--- src/rtl/mcp_sched_pkg.sv ---
// mcp_pkg: shared types and constants for the MCP launch scheduler.
//   mcp_state_e  - scheduler FSM states (IDLE, HOLD, CAPT, DONE)
//   CNT_W        - width of the hold counter
//   HOLD_MIN/MAX - legal HOLD_CYC range, checked when mcp_sched elaborates
package mcp_pkg;

    typedef enum logic [1:0] {
        IDLE = 2'd0,
        HOLD = 2'd1,
        CAPT = 2'd2,
        DONE = 2'd3
    } mcp_state_e;

    localparam int CNT_W    = 4;
    localparam int HOLD_MIN = 1;
    localparam int HOLD_MAX = 15;

endpackage

--- src/rtl/mcp_sched_if.sv ---
// mcp_sched_if: requester/destination bundle of the MCP launch scheduler.
//   req       requester levels, held until the matching done
//   req_data  requester i data at [i*DW +: DW]
//   gnt       one-hot grant, high for the whole transfer
//   done      one-cycle completion pulse to the granted requester
//   mcp_data  launch register toward the MCP destination (DW+1 bits)
//   mcp_en    one-cycle capture enable for the destination register
//   busy      scheduler not idle
// Modports: master = requester/destination side, slave = scheduler.
interface mcp_sched_if #(
    parameter int NREQ = 4,
    parameter int DW   = 8
);
    logic [NREQ-1:0]    req;
    logic [NREQ*DW-1:0] req_data;
    logic [NREQ-1:0]    gnt;
    logic [NREQ-1:0]    done;
    logic [DW:0]        mcp_data;
    logic               mcp_en;
    logic               busy;

    modport master (output req, req_data, input gnt, done, mcp_data, mcp_en, busy);
    modport slave  (input req, req_data, output gnt, done, mcp_data, mcp_en, busy);
endinterface

--- src/rtl/mcp_sched_arb.sv ---
// mcp_rr_arb: purely combinational requester arbiter.
//   req  - request vector
//   ptr  - highest-priority index (present only with MCP_SCHED_RR_EN)
//   gnt  - one-hot winner (all zero when req is zero)
//   idx  - binary index of the winner
// Build option MCP_SCHED_RR_EN: round robin starting at ptr.
// Without it: fixed priority, lowest index wins, no ptr port.
module mcp_rr_arb #(
    parameter  int NREQ = 4,
    localparam int PW   = $clog2(NREQ)
) (
    input  logic [NREQ-1:0] req,
`ifdef MCP_SCHED_RR_EN
    input  logic [PW-1:0]   ptr,
`endif
    output logic [NREQ-1:0] gnt,
    output logic [PW-1:0]   idx
);

`ifdef MCP_SCHED_RR_EN
    logic found;
    int   j;

    // Scan NREQ positions starting at ptr, wrapping modulo NREQ.
    always_comb begin
        gnt   = '0;
        idx   = '0;
        found = 1'b0;
        j     = 0;
        for (int k = 0; k < NREQ; k++) begin
            j = (int'(ptr) + k) % NREQ;
            if (!found && req[j]) begin
                found  = 1'b1;
                gnt[j] = 1'b1;
                idx    = PW'(j);
            end
        end
    end
`else
    // Descending scan so the lowest set index is the last one written.
    always_comb begin
        gnt = '0;
        idx = '0;
        for (int k = NREQ - 1; k >= 0; k--) begin
            if (req[k]) begin
                gnt    = '0;
                gnt[k] = 1'b1;
                idx    = PW'(k);
            end
        end
    end
`endif

endmodule

--- src/rtl/mcp_sched.sv ---
// mcp_sched: multi-cycle-path launch scheduler.
// Arbitrates NREQ requesters for one launch register, loads 2*req_data[g]
// (DW+1 bits, cannot overflow), holds it HOLD_CYC cycles, pulses mcp_en for
// one cycle, then pulses done[g]. All outputs are registered.
// Ports:
//   clk      rising-edge clock
//   reset_n  asynchronous active-low reset
//   bus      mcp_sched_if.slave (req, req_data in; gnt, done, mcp_data,
//            mcp_en, busy out)
// Build option MCP_SCHED_RR_EN: round-robin arbitration; otherwise fixed
// priority (lowest index) with no pointer.
module mcp_sched
    import mcp_pkg::*;
#(
    parameter int NREQ     = 4,
    parameter int DW       = 8,
    parameter int HOLD_CYC = 2
) (
    input  logic        clk,
    input  logic        reset_n,
    mcp_sched_if.slave  bus
);

    localparam int PW = $clog2(NREQ);

    generate
        if (HOLD_CYC < HOLD_MIN || HOLD_CYC > HOLD_MAX) begin : g_bad_hold
            $error("mcp_sched: HOLD_CYC out of range");
        end
    endgenerate

    mcp_state_e         state_q, state_d;
    logic [CNT_W-1:0]   cnt_q, cnt_d;
    logic [NREQ-1:0]    req_q;
    logic [NREQ*DW-1:0] req_data_q;
    logic [NREQ-1:0]    gnt_q, gnt_d;
    logic [NREQ-1:0]    done_q, done_d;
    logic [DW:0]        data_q, data_d;
    logic               en_q, en_d;
    logic               busy_q, busy_d;

    logic [NREQ-1:0]    arb_gnt;
    logic [PW-1:0]      arb_idx;
    logic [DW-1:0]      win_data;
    logic               launch;

`ifdef MCP_SCHED_RR_EN
    logic [PW-1:0]      ptr_q, ptr_d;
`endif

    // Requests are registered first: the FSM arbitrates on the value seen at
    // the previous edge, which keeps inputs off any output path and gives
    // HOLD_CYC+3 cycles from one grant to the next.
    mcp_rr_arb #(.NREQ(NREQ)) u_arb (
        .req (req_q),
`ifdef MCP_SCHED_RR_EN
        .ptr (ptr_q),
`endif
        .gnt (arb_gnt),
        .idx (arb_idx)
    );

    assign win_data = req_data_q[arb_idx*DW +: DW];
    assign launch   = (state_q == IDLE) && (|req_q);

    // State register
    always_ff @(posedge clk or negedge reset_n) begin
        if (!reset_n) state_q <= IDLE;
        else          state_q <= state_d;
    end

    // Next state
    always_comb begin
        state_d = state_q;
        case (state_q)
            IDLE:    if (launch) state_d = HOLD;
            HOLD:    if (cnt_q == '0) state_d = CAPT;
            CAPT:    state_d = DONE;
            DONE:    state_d = IDLE;
            default: state_d = IDLE;
        endcase
    end

    // Outputs / datapath
    always_comb begin
        cnt_d  = cnt_q;
        gnt_d  = gnt_q;
        data_d = data_q;
        done_d = '0;
        en_d   = 1'b0;
`ifdef MCP_SCHED_RR_EN
        ptr_d  = ptr_q;
`endif
        case (state_q)
            IDLE: begin
                if (launch) begin
                    gnt_d  = arb_gnt;
                    data_d = {1'b0, win_data} + {1'b0, win_data};
                    cnt_d  = CNT_W'(HOLD_CYC - 1);
`ifdef MCP_SCHED_RR_EN
                    ptr_d  = (arb_idx == PW'(NREQ - 1)) ? '0 : arb_idx + 1'b1;
`endif
                end
            end
            HOLD: begin
                // mcp_en is registered, so it rises on the edge leaving HOLD
                if (cnt_q != '0) cnt_d = cnt_q - 1'b1;
                else             en_d  = 1'b1;
            end
            CAPT: begin
                done_d = gnt_q;
                gnt_d  = '0;
            end
            default: ;
        endcase
        busy_d = (state_d != IDLE);
    end

    always_ff @(posedge clk or negedge reset_n) begin
        if (!reset_n) begin
            cnt_q      <= '0;
            req_q      <= '0;
            req_data_q <= '0;
            gnt_q      <= '0;
            done_q     <= '0;
            data_q     <= '0;
            en_q       <= 1'b0;
            busy_q     <= 1'b0;
        end else begin
            cnt_q      <= cnt_d;
            req_q      <= bus.req;
            req_data_q <= bus.req_data;
            gnt_q      <= gnt_d;
            done_q     <= done_d;
            data_q     <= data_d;
            en_q       <= en_d;
            busy_q     <= busy_d;
        end
    end

`ifdef MCP_SCHED_RR_EN
    always_ff @(posedge clk or negedge reset_n) begin
        if (!reset_n) ptr_q <= '0;
        else          ptr_q <= ptr_d;
    end
`endif

    assign bus.gnt      = gnt_q;
    assign bus.done     = done_q;
    assign bus.mcp_data = data_q;
    assign bus.mcp_en   = en_q;
    assign bus.busy     = busy_q;

endmodule
--- src/flat_wrapper.sv ---
// flat-port wrapper written by rule: the top's interface ports become plain ports
module mcp_sched_flat import mcp_pkg::*;
#(
    parameter int NREQ     = 4,
    parameter int DW       = 8,
    parameter int HOLD_CYC = 2
)
  (clk, reset_n, bus_req, bus_req_data, bus_gnt, bus_done, bus_mcp_data, bus_mcp_en, bus_busy);
  mcp_sched_if #(.NREQ(NREQ), .DW(DW)) bus_i ();
  input  logic clk;
  input  logic reset_n;
  input wire logic [$bits(bus_i.req)-1:0] bus_req;
  input wire logic [$bits(bus_i.req_data)-1:0] bus_req_data;
  output wire logic [$bits(bus_i.gnt)-1:0] bus_gnt;
  output wire logic [$bits(bus_i.done)-1:0] bus_done;
  output wire logic [$bits(bus_i.mcp_data)-1:0] bus_mcp_data;
  output wire logic [$bits(bus_i.mcp_en)-1:0] bus_mcp_en;
  output wire logic [$bits(bus_i.busy)-1:0] bus_busy;
  assign bus_i.req = bus_req;
  assign bus_i.req_data = bus_req_data;
  assign bus_gnt = bus_i.gnt;
  assign bus_done = bus_i.done;
  assign bus_mcp_data = bus_i.mcp_data;
  assign bus_mcp_en = bus_i.mcp_en;
  assign bus_busy = bus_i.busy;
  mcp_sched #(.NREQ(NREQ), .DW(DW), .HOLD_CYC(HOLD_CYC)) u_core (.clk(clk), .reset_n(reset_n), .bus(bus_i));
endmodule
--- config.mk ---
export PLATFORM = sky130hd
export DESIGN_NAME = mcp_sched_flat
export DESIGN_NICKNAME = d
export VERILOG_FILES = /design/src/rtl/mcp_sched_pkg.sv /design/src/rtl/mcp_sched_if.sv /design/src/rtl/mcp_sched_arb.sv /design/src/rtl/mcp_sched.sv /design/src/flat_wrapper.sv
export SDC_FILE = /design/constraint.sdc
export NUM_CORES = 1
export LEC_CHECK = 0
export ABC_CLOCK_PERIOD_IN_PS = 3400
export BUFFER_PORTS_ARGS = -buffer_cell sky130_fd_sc_hd__buf_2
export CELL_PAD_IN_SITES_DETAIL_PLACEMENT = 0
export CELL_PAD_IN_SITES_GLOBAL_PLACEMENT = 2
export CORE_UTILIZATION = 36
export CTS_CLUSTER_SIZE = 16
export DETAILED_ROUTE_END_ITERATION = 16
export PLACE_DENSITY_LB_ADDON = 0.1
export SLEW_MARGIN = 40
export SYNTH_ARGS = -nofsm -noshare
export SYNTH_HDL_FRONTEND = slang
export SYNTH_SLANG_ARGS = --single-unit
export TNS_END_PERCENT = 10
--- constraint.sdc ---
create_clock -name clk -period 3.4 [get_ports clk]
set_input_delay 0.34 -clock clk [delete_from_list [all_inputs] [get_ports clk]]
set_output_delay 0.34 -clock clk [all_outputs]
set_load 0.02 [all_outputs]
Word-level counts from Yosys, hierarchy flattened
Cells that the tools add are included.
{"block": "word_totals", "wordCells": 47, "out_inout_bits": 19, "regBits": 61, "input_bits": 38}
{"block": "classes", "n_eq_ne": 5, "reduce_logical": 11, "shifts": 1, "n_addsub": 2, "muxes": 19}
{"cell": "$mux W4", "n": 8}
{"cell": "$shiftx A32 B6 Y8", "n": 1}
{"cell": "$pmux W4 S2", "n": 2}
{"cell": "$mux W2", "n": 6}
{"cell": "$add A8 B8 Y9", "n": 1}
{"cell": "$pmux W2 S4", "n": 1}
{"cell": "$reduce_bool A2 Y1", "n": 3}
{"cell": "$eq A2 B2 Y1 const B", "n": 2}
{"cell": "$logic_not A4 Y1", "n": 1}
{"cell": "$ne A2 B1 Y1 const B", "n": 2}
{"cell": "$reduce_and A2 Y1", "n": 2}
{"cell": "$reduce_bool A4 Y1", "n": 1}
{"cell": "$reduce_or A4 Y1", "n": 1}
{"cell": "$sub A4 B1 Y4 const B", "n": 1}
{"cell": "$reduce_and A3 Y1", "n": 1}
{"cell": "$eq A2 B1 Y1 const B", "n": 1}
{"cell": "$logic_not A2 Y1", "n": 1}
{"cell": "$mux W1", "n": 2}
{"cell": "$logic_and A1 B1 Y1", "n": 1}

Longest topological paths before layout
Gate-level depths: netlist (run 1).
{"block": "depth", "depth_word": 6, "ltp_mapped": 6, "depth_no_buf": 5}

Hierarchy
A second synthesis (run 1) with hierarchy kept.
{"block": "hier_totals", "hier_cells": 137, "hier_area_um2": 2195.9}
{"mod": "mcp_sched", "cells_each": 128, "seq_area_each_um2": 1501.4, "instances": 1, "area_per_inst_um2": 2135.8}
{"mod": "mcp_rr_arb", "cells_each": 9, "seq_area_each_um2": 0.0, "instances": 1, "area_per_inst_um2": 60.1}

Worst setup path before layout (run 1)
OpenSTA, ideal clock, no wires.
{"block": "synth_path", "path_type": "register to register", "startpoint": "reg u_core.cnt_q[0]", "endpoint": "reg u_core.cnt_q[1]", "setup_ps": 95, "stages_incl_launch_ff": 7, "path_buffers": 1, "synth_period_minus_slack_ps": 1653, "arrival_ps": 1558, "t_required_ps": 3305, "path_slack_ps": 1747, "path_cell_list": "dfrtp_1 -> inv_1 -> ha_1 -> or3b_2 -> clkbuf_1 -> a221o_1 -> o31ai_1"}
{"block": "synth_via", "elab_chain_cells": 3, "elab_cells_between_ends": 6, "cone_classes": "add/sub: 1; eq/ne: 1; mux: 2; reduce/logical: 2"}
{"element": "start: declaration", "line_no": "mcp_sched.sv:33", "source": "logic [CNT_W-1:0] cnt_q, cnt_d;"}
{"element": "start signal: assignment", "line_no": "mcp_sched.sv:130", "source": "cnt_q <= cnt_d;"}
{"element": "$sub A4 B1 Y4 / $reduce_bool A4 Y1 (equally long branches)", "line_no": "mcp_sched.sv:107", "source": "if (cnt_q != '0) cnt_d = cnt_q - 1'b1;"}
{"element": "$mux W4 / $ne A2 B1 Y1 (equally long branches)"}
{"element": "$pmux W4 S2 / $reduce_and A3 Y1 (equally long branches)"}
Parallel ways exist; a longest one is shown, timed or not. The select of a mux whose other input is x is not followed.
A chain may end at the register's enable or synchronous reset.

Worst setup path after layout (run 1)
{"block": "layout_path", "startpoint": "reg u_core.req_q[1]", "endpoint": "reg u_core.gnt_q[2], in the netlist u_core.bus.gnt[2]"}
{"block": "layout_via", "elab_chain_cells": 4, "elab_cells_between_ends": 8, "cone_classes": "eq/ne: 1; mux: 4; reduce/logical: 3"}
{"element": "start: declaration", "line_no": "mcp_sched.sv:34", "source": "logic [NREQ-1:0] req_q;"}
{"element": "start signal: assignment", "line_no": "mcp_sched.sv:131", "source": "req_q <= bus.req;"}
{"element": "$mux W4 / $reduce_or A4 Y1 (equally long branches)", "line_no": "mcp_sched_arb.sv:45, mcp_sched.sv:64"}
{"element": "$mux W4 / $logic_and A1 B1 Y1 (equally long branches)", "line_no": "mcp_sched_arb.sv:45, mcp_sched.sv:64"}
{"element": "$mux W4 / $ne A2 B1 Y1 (equally long branches)"}
{"element": "$pmux W4 S2 / $reduce_and A2 Y1 (equally long branches)"}
{"element": "end signal: assignment", "line_no": "mcp_sched.sv:133", "source": "gnt_q <= gnt_d;"}
{"element": "end: declaration", "line_no": "mcp_sched.sv:36", "source": "logic [NREQ-1:0] gnt_q, gnt_d;"}
Parallel ways exist; a longest one is shown, timed or not. The select of a mux whose other input is x is not followed.

==> impl_metrics.toml, run 1 <==
[logic_synthesis]
synth.cell_area_um2 = 2253
ys_warn_count = 0
synthTopCellsByCount = "60 x dfrtp_1, 19 x a21oi_1, 11 x o21ai_0"
synth-edff-count = 0
synthArstFlopShare_pct = 100.0
ys_seq_area_share_pct = 66.63
ys_types = 38
synthCells = 178
synth_fp_nets = 217
ys.flop_type = "dfrtp_1"
synth.most_common_cell = "dfrtp_1"
synth-seq-cells = 60
synth_area_leader_cell = "dfrtp_1"
avgSynthCellArea_um2 = 12.66
synthTopCellsByArea = "dfrtp_1 67%, a21oi_1 4.2%, and3b_1 3.1%, o2bb2ai_1 2.7%, o21ai_0 2.4%"
synth.top_cell.area_share_pct = 66.63

[grt]
antenna_found_initial = 0
grt_usage_pct = 16.18
grt_pass1_vias = 1572
grt_pass1_wl_mm = 7.638
grt-ovfl-total = 0
grt_max_degree = 32

[timing]
max_clock_freq_mhz = 512.0
clock_skew_ns = 0.006996
period_share_pct = 57.45
grt_setup_unrepaired = "false"
hold_violations = 0
finalSetupViolations = 0
worst_slew_pin_slew_ns = 0.6812
period_needed_ns = 1.953
slew_violations = 0
maxSlewHeadroom_pct = 54.42
setup_tns_ns = 0
fin_ws_ns = 1.447

[finish]
regArea_um2 = 1501
nFillCells = 581
multi_input_comb_area_um2 = 673.1
layout-drive-gt1-share_pct = 32.22
area_delta_synth_final_pct = 22.99
insertedDiodeCount = 0
fin_nets = 273

[pwr]
p_leak_nw = 1.312
pwr_density_cell_nw_per_um2 = 753.7
max-vdd-ir-drop_mv = 0.2793

[clocking]
cts_buffers = 9
htreeDepth = 3
root_buffer = "clkbuf_8"
clockBufferDepth = 2
holdBufCountCts = 0
cts_tree = "done"
postCtsSetupBuffers = 0
insertion_delay_ns = 0.33
post_cts_resized = 0
clk_pin_slew_ns = 0.07
cts.sinks = 60

[routing]
ant_nets = 0
drc_errors = 0
dr.first_iter.drc_count = 53
vias_per_cell = 4.895
first_pass_iters = 4
drt_wl_total_mm = 4.556
vias = 1537
drt-wirelength-per-cell_um = 14.51

[placed_design]
place_ws_ns = 1.441
port_buffers = 55
gp_congestion = 0.7312
dp_hpwl_mm = 3.194

[floorplan]
initial_utilization_pct = 37.61
coreArea_um2 = 5991
ioPinCount = 57
die_w_um = 81.12
row_count = 28
die_h_um = 81.12
dieArea_um2 = 6580

[hold_path]
hold_path.class = "in -> async"

[job]
maxCapViolCount = 0

[critical_path]
rrSetupSlack_ns = 1.45
worstSetupEndpointType = "flop"
crit_arrival_ns = 2.17
crit_fanout = 21
cp_slowest_cell = "or4_4"
startpoint_type = "flop"
slowest_delay_ns = 0.71
critical_path_class = "reg -> reg"
cp.required_ns = 3.62
cp_cell_sequence = "or4_4, and2_4, a32o_1"

[status]
status = "finished clean"
==> cell families after synthesis <==
logic type / count (synthesis) / synth area share, %
AO/OA/AOI/OAI: 53 / 14.83
adder cells (fa/ha/maj): 1 / 0.5552
buffers and inverters: 16 / 3.498
flip-flops: 60 / 66.63
other: 1 / 0.1664
AND/OR/NAND/NOR: 47 / 14.33
==> cell usage in the layout, fill, tap and decap left out, drive strengths merged, types with 2 or more instances in the layout <==
master	n
dfrtp	60
clkinv	5
buf	56
and2b	2
o21ai	12
a31oi	8
a21oi	19
o2bb2ai	7
or4	2
nand2	3
and2	6
inv	4
nor2	4
clkbuf	11
nand3b	7
and3b	8
a32o	2
nor2b	7
==> where the power goes <==
part	switching (mW)	internal, mW	total, mW
Combinational	0.318	0.199	0.517
Sequential	0.0929	0.842	0.935
Clock	0.263	0.373	0.636
==> metrics by stage <==
step | cells | cell area [um^2] | total power [mW] | utilization [%] | hold WS (ns)
2_1_floorplan | 178 | 2253 | 1.292 | - | 0.04441
3_3_place_gp | 298 | 2570 | 1.466 | 42.90 | 0.3974
3_5_place_dp | 298 | 2570 | 1.479 | 42.90 | 0.4046
4_1_cts | 314 | 2771 | 2.125 | 46.26 | 0.03871
5_1_grt | 314 | 2771 | 2.222 | 46.26 | 0.08025
6_report | 314 | 2771 | 2.089 | 46.26 | 0.03049
==> layout make-up <==
cell class | count | area share, %
clock buffer | 11 | 5.463
clock inverter | 5 | 1.806
inverter | 5 | 0.6772
multi-input combinational | 102 | 24.29
sequential | 60 | 54.18
tap | 75 | 3.386
timing repair buffer | 56 | 10.20
==> metal layers <==
| metal | global-route usage [%] | wire length (um) | up-vias |
|---|---|---|---|
| met5 | 0 | 0 | - |
| met4 | 9.643 | 77 | 0 |
| met3 | 4.045 | 181 | 8 |
| met2 | 26.47 | 2343 | 38 |
| met1 | 19.19 | 1952 | 741 |
| li1 | - | - | 750 |
==> path summary, 6_finish.rpt <==
| kind | startpoint | to | depth (start not counted) |
|---|---|---|---|
| worst max register to register | u_core.req_q[1]$_DFF_PN0_ | u_core.bus.gnt[2]$_DFFE_PN0P_ | 3 |
| min in group clk | bus_req[2] | u_core.req_q[2]$_DFF_PN0_ | 1 |
| worst min register to register | u_core.cnt_q[0]$_DFFE_PN0P_ | u_core.cnt_q[0]$_DFFE_PN0P_ | 1 |
| max in group asynchronous | reset_n | u_core.req_data_q[17]$_DFF_PN0_ | 2 |
| worst min-delay path | reset_n | u_core.bus.done[2]$_DFF_PN0_ | 1 |
| worst max-delay path | u_core.req_q[1]$_DFF_PN0_ | u_core.bus.gnt[2]$_DFFE_PN0P_ | 3 |
==> state kept, by name (all words and copies together), names as in the netlist <==
register and cells:
u_core.bus.busy 1, u_core.bus.done 4, u_core.bus.gnt 4, u_core.bus.mcp_data 8, u_core.bus.mcp_en 1, u_core.cnt_q 4
u_core.req_data_q 32, u_core.req_q 4, u_core.state_q 2
==> worst max-delay path: cells and delay by family, from the launching register on <==
kind | cells | cell delay (ns)
AOI/OAI and AO/OA | 1 | 0.26
DFF | 1 | 0.61
and+or+nand+nor | 2 | 0.96
Power figures use the tool's default switching activity.
==> run 2, diff against run 1 <==
ABC_CLOCK_PERIOD_IN_PS = 2040   (was 3400)
CORE_UTILIZATION = 34   (was 36)
clock period = 2.04 ns   (was 3.4 ns; I/O delays follow)
==> run 2 against run 1 <==
Against the previous run: via count is 12% higher; sequential share of layout area is 7.5 points lower; die area is 5.7% higher; non-clock buffer count is 42 higher; global-route usage is 0.47 points higher; setup slack worse by 1.1 ns; wire length is 16% higher; core utilization is 4.1 points higher; first-iteration DRC count is 51% higher.
==> impl_metrics.toml, run 2 (synthesis results as in run 1) <==
[routing]
route.met3.wl_um = 202
vias = 1726
vias_per_cell = 4.835
dr.max_layer_used = "met4"
dr.first_iter.drc_count = 80
first_pass_iters = 5
dr_wl_met2_mm = 2.759
wl_met1_mm = 2.242
drt_wl_total_mm = 5.302
drt-wirelength-per-cell_um = 14.85
drc_errors = 0
ant_nets = 0

[status]
status = "finished clean"

[critical_path]
crit_arrival_ns = 1.96
crit_fanout = 6
timing.rr.start = "u_core.cnt_q[0]$_DFFE_PN0P_"
critical_path_class = "reg -> reg"
cp.required_ns = 2.27
startpoint_type = "flop"
worstSetupEndpointType = "flop"
crit_path_start = "u_core.cnt_q[0]$_DFFE_PN0P_"

[floorplan]
row_count = 29
initial_utilization_pct = 35.29
die_h_um = 83.41
coreArea_um2 = 6386
ioPinCount = 57
die_w_um = 83.41
dieArea_um2 = 6957

[grt]
antenna_found_initial = 0
grt_pass1_wl_mm = 8.756
grt_pass1_vias = 1785
grt_usage_pct = 16.64
grt_max_degree = 34
grt-ovfl-total = 0

[pwr]
pwr_density_cell_nw_per_um2 = 1153
switching_share_pct = 31.30
combinationalPowerShare_pct = 26.5
p_int_mw = 2.548
switchingPower_mw = 1.161
p_seq_share_pct = 41.4
clkPwrFrac_pct = 32.1
p_leak_nw = 1.498
max-vdd-ir-drop_mv = 0.6581

[finish]
top_register = "u_core.req_data_q"
largest_reg_flops = 32
layout-drive-gt1-share_pct = 28.93
insertedDiodeCount = 0
nFillCells = 595
area_delta_synth_final_pct = 42.75
final_common_cell = "dfrtp_1"
fin_nets = 315
layout_common_cells = "60 x dfrtp_1, 55 x buf_2, 37 x dlygate4sd3_1"

[clocking]
htreeDepth = 3
cts_buffers = 9
cts_tree = "done"
postCtsSetupBuffers = 0
post_cts_resized = 0
root_buffer = "clkbuf_8"
cts.sinks = 60
clk_pin_slew_ns = 0.07
insertion_delay_ns = 0.34
clockBufferDepth = 2

[timing]
clock_skew_ns = 0.007484
hold_violations = 0
finalSetupViolations = 0
period_needed_ns = 1.724
worst_slew_pin_slew_ns = 0.6670
setup_tns_ns = 0
maxSlewHeadroom_pct = 55.53
grt_setup_unrepaired = "false"
fin_ws_ns = 0.3156
max_clock_freq_mhz = 579.9
slew_violations = 0
period_share_pct = 84.53

[hold_path]
hold_path.class = "in -> async"

[placed_design]
dp_hpwl_mm = 3.384
gp_congestion = 0.7287
place_ws_ns = 0.3344
port_buffers = 55

[job]
maxCapViolCount = 0
-- run 2: worst paths after layout --
check                                                        to  slack [ns]  cells after the start
min in group clk                u_core.req_data_q[15]$_DFF_PN0_        0.50                      2
worst max register to register      u_core.cnt_q[1]$_DFFE_PN0P_        0.32                      5
worst min-delay path               u_core.bus.done[2]$_DFF_PN0_        0.44                      2
worst max-delay path                u_core.cnt_q[1]$_DFFE_PN0P_        0.32                      5
max in group asynchronous        u_core.req_data_q[9]$_DFF_PN0_        1.00                      3
worst min register to register     u_core.bus.done[2]$_DFF_PN0_        0.51                      1
-- run 2: what timing repair did --
| item | 4_1_cts | 5_1_grt |
|---|---|---|
| endpoints found under the setup margin | 0 | 0 |
| hold buffers | 37 | 0 |
| endpoints found under the hold margin | 63 | 0 |
-- run 2: power by group through the flow --
stage,combinational [mW],sequential [mW],clock (mW)
6_report,0.982,1.54,1.19
3_5_place_dp,0.936,1.56,0
4_1_cts,0.993,1.54,1.22
5_1_grt,1.09,1.57,1.29
3_3_place_gp,0.908,1.56,0
2_1_floorplan,0.462,1.69,0
-- run 2: metal layers --
| layer | vias to the layer above | GRT usage, % |
|---|---|---|
| met4 | 0 | 9.091 |
| li1 | 829 | - |
| met3 | 10 | 4.274 |
| met2 | 41 | 28.61 |
| met1 | 846 | 18.90 |
| met5 | - | 0 |
-- run 2: cell type report --
cell class / count / area, um^2 / share of cell area [%]
Tap cell: 77 / 96.34 / 2.995
Clock buffer: 11 / 151.4 / 4.706
Sequential cell: 60 / 1501 / 46.67
Clock inverter: 4 / 72.57 / 2.256
Inverter: 5 / 18.77 / 0.5834
Multi-Input combinational cell: 102 / 673.1 / 20.93
Timing Repair Buffer: 98 / 703.2 / 21.86
-- run 2: worst max-delay path, stage by stage (launching register included) --
cell and delay (ns):
dfrtp_1 0.40, inv_1 0.07, ha_1 0.18, or3b_2 0.53, a221o_1 0.37, o31ai_1 0.07
-- run 2: metrics by stage --
step	total power, mW	instance area, um^2	util, %	instances	hold slack, ns
after detailed placement	2.500	2623	41.07	305	0.2753
final	3.710	3217	50.37	357	0.4359
after global routing	3.944	3217	50.37	357	0.4826
after global placement	2.467	2623	41.07	305	0.2696
after floorplan	2.154	2253	-	178	-0.09159
after CTS	3.754	3217	50.37	357	0.4523
==> run 3, diff against run 2 <==
ABC_CLOCK_PERIOD_IN_PS = 1800   (was 2040)
clock period = 1.8 ns   (was 2.04 ns; I/O delays follow)
==> run 3 against run 2 <==
Against the previous run: design area increased by 0.82%; via count decreased by 0.81%; core utilization rose by 0.41 points; flip-flop and latch count unchanged; die area is the same; clock power grew 27%; largest power group unchanged.
==> impl_metrics.toml, run 3 (synthesis results as in run 1) <==
[status]
status = "finished clean"

[timing]
finalSetupViolations = 0
worst_slew_pin_slew_ns = 0.5579
clock_skew_ns = 0.009434
period_needed_ns = 1.718
slew_violations = 0
grt_setup_unrepaired = "false"
period_share_pct = 95.42
setup_tns_ns = 0
hold_violations = 0
hold-worst-slack_ns = 0.3616
maxSlewHeadroom_pct = 62.80
max_clock_freq_mhz = 582.2

[grt]
grt_usage_pct = 16.41
grt_pass1_wl_mm = 8.597
antenna_found_initial = 0
grt_pass1_vias = 1725
grt_max_degree = 38
grt-ovfl-total = 0

[clocking]
post_cts_resized = 0
root_buffer = "clkbuf_8"
cts.sinks = 60
cts_tree = "done"
clockBufferDepth = 2
htreeDepth = 3
cts_buffers = 9
clk_pin_slew_ns = 0.07
insertion_delay_ns = 0.34
postCtsSetupBuffers = 0

[routing]
ant_nets = 0
dr.first_iter.drc_count = 46
drt-wirelength-per-cell_um = 14.03
vias = 1712
vias_per_cell = 4.782
first_pass_iters = 5
drc_errors = 0
drt_wl_total_mm = 5.024

[hold_path]
hold_path.class = "in -> async"

[pwr]
pwr_density_cell_nw_per_um2 = 1339
p_leak_nw = 1.513
power_mw = 4.343
max-vdd-ir-drop_mv = 0.6240

[finish]
fin_nets = 315
final_common_cell = "dfrtp_1"
top_register = "u_core.req_data_q"
layout_common_cells = "60 x dfrtp_1, 55 x buf_2, 37 x dlygate4sd3_1"
largest_reg_flops = 32
final_cells = 358
post-route-util_pct = 50.78
layout-drive-gt1-share_pct = 28.83
nFillCells = 582
multi_input_comb_area_um2 = 673.1
area_delta_synth_final_pct = 43.92
regArea_um2 = 1501
insertedDiodeCount = 0

[placed_design]
gp_congestion = 0.7164
port_buffers = 55
dp_hpwl_mm = 3.390
dpl.cell_count = 305

[critical_path]
crit_arrival_ns = 1.95
reg2reg_depth = 5
crit_fanout = 6
timing.rr.start = "u_core.cnt_q[0]$_DFFE_PN0P_"
critical_path_class = "reg -> reg"
cp.required_ns = 2.03
startpoint_type = "flop"
worstSetupEndpointType = "flop"
r2r-end = "u_core.cnt_q[1]$_DFFE_PN0P_"
rrSetupSlack_ns = 0.08

[floorplan]
die_w_um = 83.41
initial_utilization_pct = 35.29
ioPinCount = 57
dieArea_um2 = 6957
coreArea_um2 = 6386
row_count = 29
die_h_um = 83.41

[job]
maxCapViolCount = 0
-- run 3: metrics by stage --
| stage | setup slack, ns | instance area, um^2 |
|---|---|---|
| 6_report | 0.08245 | 3243 |
| 5_1_grt | 0.001781 | 3243 |
| 4_1_cts | 0.07317 | 3243 |
| 3_5_place_dp | 0.08999 | 2623 |
| 3_3_place_gp | 0.1770 | 2623 |
| 2_1_floorplan | 0.1467 | 2253 |
-- run 3: layout make-up --
type,count,area share (%)
inverter,5,0.5787
tap,77,2.971
clock inverter,4,2.932
clock buffer,12,4.784
timing repair buffer,98,21.68
sequential,60,46.30
multi-input combinational,102,20.76
-- run 3: worst max-delay path by stage --
stage / startpoint / to / slack [ns] / depth (start not counted)
after floorplan: u_core.cnt_q[0]$_DFFE_PN0P_ / u_core.cnt_q[1]$_DFFE_PN0P_ / 0.15 / 6
after global placement: u_core.cnt_q[0]$_DFFE_PN0P_ / u_core.cnt_q[1]$_DFFE_PN0P_ / 0.18 / 5
after detailed placement: u_core.cnt_q[1]$_DFFE_PN0P_ / u_core.cnt_q[1]$_DFFE_PN0P_ / 0.09 / 5
after CTS: u_core.cnt_q[1]$_DFFE_PN0P_ / u_core.cnt_q[1]$_DFFE_PN0P_ / 0.07 / 5
after global routing: u_core.cnt_q[1]$_DFFE_PN0P_ / u_core.cnt_q[0]$_DFFE_PN0P_ / 0.002 / 5
final: u_core.cnt_q[0]$_DFFE_PN0P_ / u_core.cnt_q[1]$_DFFE_PN0P_ / 0.08 / 5
-- run 3: layer usage --
metal	part of all wire, %	vias up	GRT usage, %
met1	41	823	19.10
met4	1.9	0	6.934
met3	5.4	10	5.368
li1	-	829	-
met5	0	-	0
met2	51	50	27.79
-- run 3: power breakdown --
part | internal, mW | total, mW | switching (mW)
Sequential | 1.59 | 1.74 | 0.146
Clock | 0.994 | 1.51 | 0.512
Combinational | 0.452 | 1.10 | 0.649
Total | 3.04 | 4.34 | 1.31
-- run 3: timing repair --
| item | 4_1_cts | 5_1_grt |
|---|---|---|
| endpoints found under the hold margin | 59 | 0 |
| hold buffers | 37 | 0 |
| endpoints found under the setup margin | 0 | 0 |
-- run 3: worst max-delay path, stage by stage (launching register included) --
cell     delay, ns
dfrtp_1       0.40
inv_1         0.07
ha_1          0.18
or3b_2        0.52
a221o_1       0.37
o31ai_1       0.08
